$ cat config.mk
export PLATFORM = sky130hd
export DESIGN_NAME = decoder_3to8
export DESIGN_NICKNAME = d
export VERILOG_FILES = /design/src/rtl/dec_pkg.sv /design/src/rtl/dec_core.sv /design/src/rtl/decoder_3to8.sv
export SDC_FILE = /design/constraint.sdc
export NUM_CORES = 1
export LEC_CHECK = 0
export ABC_AREA = 1
export CORE_AREA = 2 2 39 41
export DETAILED_ROUTE_END_ITERATION = 8
export DIE_AREA = 0 0 41 43
export GPL_TIMING_DRIVEN = 0
export PLACE_DENSITY = 0.5
export SLEW_MARGIN = 25
export SYNTH_ARGS = -nofsm -noshare
export SYNTH_HDL_FRONTEND = slang
export SYNTH_HIERARCHICAL = 1
export SYNTH_SLANG_ARGS = --single-unit
$ cat constraint.sdc
create_clock -name clk -period 0.8 [get_ports clk]
set_clock_uncertainty 0.2 [all_clocks]
set_input_delay 0.16 -clock clk [delete_from_list [all_inputs] [get_ports clk]]
set_output_delay 0.16 -clock clk [all_outputs]
set_load 0.02 [all_outputs]
$ cat src/rtl/dec_pkg.sv
// Shared decoder definitions: default select width and the one-hot helper.
package dec_pkg;

  localparam int unsigned DEC_SEL_W = 3;
  localparam int unsigned DEC_OUT_W = 1 << DEC_SEL_W;

  // Decode sel to a one-hot word; the enable gates first, so sel is ignored when en=0.
  function automatic logic [DEC_OUT_W-1:0] onehot_f(input logic [DEC_SEL_W-1:0] sel,
                                                    input logic                 en);
    logic [DEC_OUT_W-1:0] word;
    word = '0;
    if (en) begin
      word[sel] = 1'b1;
    end
    return word;
  endfunction

endpackage

$ cat src/rtl/dec_core.sv
// Combinational SEL_W -> 2**SEL_W one-hot decoder with enable.
//   en     decode enable, active-high
//   in     binary select code
//   out_c  one-hot result, all zeros when en=0
module dec_core
  import dec_pkg::*;
#(
  parameter int unsigned SEL_W = DEC_SEL_W
) (
  input  logic                    en,
  input  logic [SEL_W-1:0]        in,
  output logic [(1 << SEL_W)-1:0] out_c
);

  localparam int unsigned OUT_W = 1 << SEL_W;

  generate
    if (SEL_W == DEC_SEL_W) begin : g_pkg
      // Default width reuses the shared helper.
      assign out_c = onehot_f(in, en);
    end else begin : g_generic
      // Bit i is set only when enabled and in equals i; en is ANDed so an
      // unknown code cannot leak through while disabled.
      always_comb begin
        out_c = '0;
        for (int unsigned i = 0; i < OUT_W; i++) begin
          out_c[i] = en & (in == SEL_W'(i));
        end
      end
    end
  endgenerate

endmodule

$ cat src/rtl/decoder_3to8.sv
// Binary-to-one-hot decoder with enable and optional output register.
//   clk  system clock, rising edge
//   rst  synchronous reset, active-high (only used when REG_OUT=1)
//   en   decode enable, active-high
//   in   binary select code
//   out  one-hot decode; registered (1-cycle latency) when REG_OUT=1,
//        combinational when REG_OUT=0
module decoder_3to8
  import dec_pkg::*;
#(
  parameter int unsigned SEL_W   = DEC_SEL_W,
  parameter bit          REG_OUT = 1'b1
) (
  input  logic                    clk,
  input  logic                    rst,
  input  logic                    en,
  input  logic [SEL_W-1:0]        in,
  output logic [(1 << SEL_W)-1:0] out
);

  localparam int unsigned OUT_W = 1 << SEL_W;

  logic [OUT_W-1:0] dec_c;

  dec_core #(
    .SEL_W (SEL_W)
  ) u_core (
    .en    (en),
    .in    (in),
    .out_c (dec_c)
  );

  generate
    if (REG_OUT) begin : g_reg
      // Output flop; reset has priority over any decode.
      always_ff @(posedge clk) begin
        if (rst) begin
          out <= '0;
        end else begin
          out <= dec_c;
        end
      end
    end else begin : g_comb
      // Pass-through; clk and rst are kept on the port list but unused here.
      logic unused_clk_rst;
      assign unused_clk_rst = &{1'b0, clk, rst};
      assign out = dec_c;
    end
  endgenerate

endmodule

==> impl_metrics.ini <==
[synth]
yosysTopAreaCell = dfxtp_1
synth_cell_type_count = 5
synth_top_area_share = 0.542
synth-seq-cells = 8
synthCells = 42
synthTopCellsByArea = dfxtp_1 54%, nor2_1 20%, inv_1 14%, nand2_1 7.6%, buf_6 3.8%
avgSynthCellArea_um2 = 7.03
syn-num-nets = 48
yosys_warnings = 6
syn_area_um2 = 295
ys_seq_area_frac = 0.542

[place]
numPortBuffers = 12
postPlaceCellArea_um2 = 435
gp_congestion = 0.654

[floorplan]
coreArea_um2 = 1380
dieArea_um2 = 1760
start_util = 0.213
rows = 14
die_x_um = 41
io_pins = 14
dieHeight_um = 43

[final_layout]
regMostFlops = out
post-route-util = 0.338
drive_gt1_frac = 0.439
fill_cells = 151
fin_nets = 65
largest_register_ffs = 8
area_delta_synth_final_pct = 58.5
diodes = 0
multi_input_area_um2 = 87.6
fin_area_um2 = 468
register_area_um2 = 170
reg.largest.list = out: 8 flops

[clock_network]
cts_tree = built
root_buffer = clkbuf_4
htree_levels = 1
clockBufferDepth = 2
clk_pin_slew_ns = 0.05
cts_buffers = 3
clkSinkCount = 8
post_cts_buffers = 0

[sta]
period_minus_slack_ns = 1.03
period_share = 1.28
setup_violations = 8
rsz0062_at_grt = true
fmax_mhz = 973
final-hold-violation-count = 8
fin_ws_ns = -0.228
fin_tns_setup_ns = -1.81
finalMaxSlewViolations = 0
worst_slew_pin_slew_ns = 0.100
hold_ws_ns = -0.108
slew_headroom = 0.933

[power]
pwr-share-comb = 0.103
power_frac_seq = 0.535
power_density_nw_per_um2 = 1640
p_sw_mw = 0.154
p_clk_frac = 0.363
netSwitchingFraction = 0.201
irDropWorstVdd_mv = 0.378
cellLeakagePower_nw = 0.220
p_int_mw = 0.613
total_power_mw = 0.767

[worst_setup_path]
crit_path_end_kind = output pin
cp_max_fo = 1
critPathBufInv = 1
path_cells = buf_6
startpoint_type = flip-flop
cp_data_required_time_ns = 0.44
critPathMaxStageDelay_ns = 0.31
critPathTopFamily = flip-flops
cp.arrival_ns = 0.67
critical_path_class = flip-flop to output pin
cp_slowest_cell = dfxtp_2

[global_routing]
grt_pass1_wl_um = 696
overflow = 0
grt_max_degree = 9
grt.total_usage = 0.0653
first_global_vias = 199
antenna_found_initial = 0

[hold_path]
min_to = out[4]
hp-class = input pin to flip-flop
hold_start = rst
holdPathStages = 2

[routing]
vias_per_cell = 3.53
drt-pass1-iter-count = 2
wl_met3_um = 20
num_vias = 258
met2_length_um = 253
drc = 0
wl_per_cell_um = 6.05
ant_nets = 0
wl_met1_um = 161
highest_layer = met4
drt_iter0_drc = 1
wirelength_um = 442

[run_status]
outcome = finished, violations left
violations = hold timing, setup timing

[flow_run]
max_cap_violations = 0
==> metrics by stage <==
| stage | cells | setup slack (ns) |
|---|---|---|
| floorplan | 42 | 0.0449 |
| global placement | 70 | -0.444 |
| detailed placement | 70 | -0.456 |
| CTS | 73 | -0.237 |
| global route | 73 | -0.254 |
| finish | 73 | -0.228 |
==> per-layer routing <==
layer	vias to the layer above	track usage
met1	103	0.0547
met4	0	0.100
li1	146	-
met5	-	0
met2	7	0.0938
met3	2	0.0157
==> area by class of cell <==
cell class	count	area share
Inverter	11	0.0882
Tap cell	16	0.0428
Clock buffer	3	0.0481
Buffer	1	0.0241
Timing Repair Buffer	12	0.246
Multi-Input combinational cell	22	0.187
Sequential cell	8	0.364
==> cell families after synthesis <==
family,after synthesis,synth area share
flip-flops,8,0.542
buffers and inverters,12,0.178
AND/OR/NAND/NOR,22,0.280
==> worst max-delay path by stage <==
stage / to / cells after the start / slack, ns / from
floorplan: out[0] / 0 / 0.04 / out[0]
finish: out[7] / 1 / -0.23 / out[7]
detailed placement: out[1] / 5 / -0.46 / in[0]
global placement: out[1] / 5 / -0.44 / in[0]
CTS: out[7] / 1 / -0.24 / out[7]
global route: out[4] / 1 / -0.25 / out[4]
==> Yosys cell counts <==
library cell / instances
buf_6: 1
dfxtp_1: 8
nand2_1: 6
nor2_1: 16
inv_1: 11
==> power groups by stage <==
stage	combinational (mW)	clock [mW]	sequential, mW
floorplan	0.0340	0	0.424
global placement	0.0837	0	0.415
detailed placement	0.0840	0	0.415
CTS	0.0810	0.294	0.409
global route	0.0892	0.315	0.410
finish	0.0790	0.278	0.410
==> placed cells by master, fill, tap and decap left out, drive strengths merged <==
master	Yosys	layout
inv	11	11
clkbuf	0	6
nand2	6	6
buf	1	9
nor2	16	16
clkdlybuf4s15	0	1
dfxtp	8	8
==> what timing repair did <==
action | in CTS | in global routing
setup endpoints to repair | 16 | 14
pin swaps | 4 | 2
cloned | 0 | 0
hold endpoints to repair | 8 | 8
gates resized for setup | 59 | 10
(Power assumes the default switching activity.)
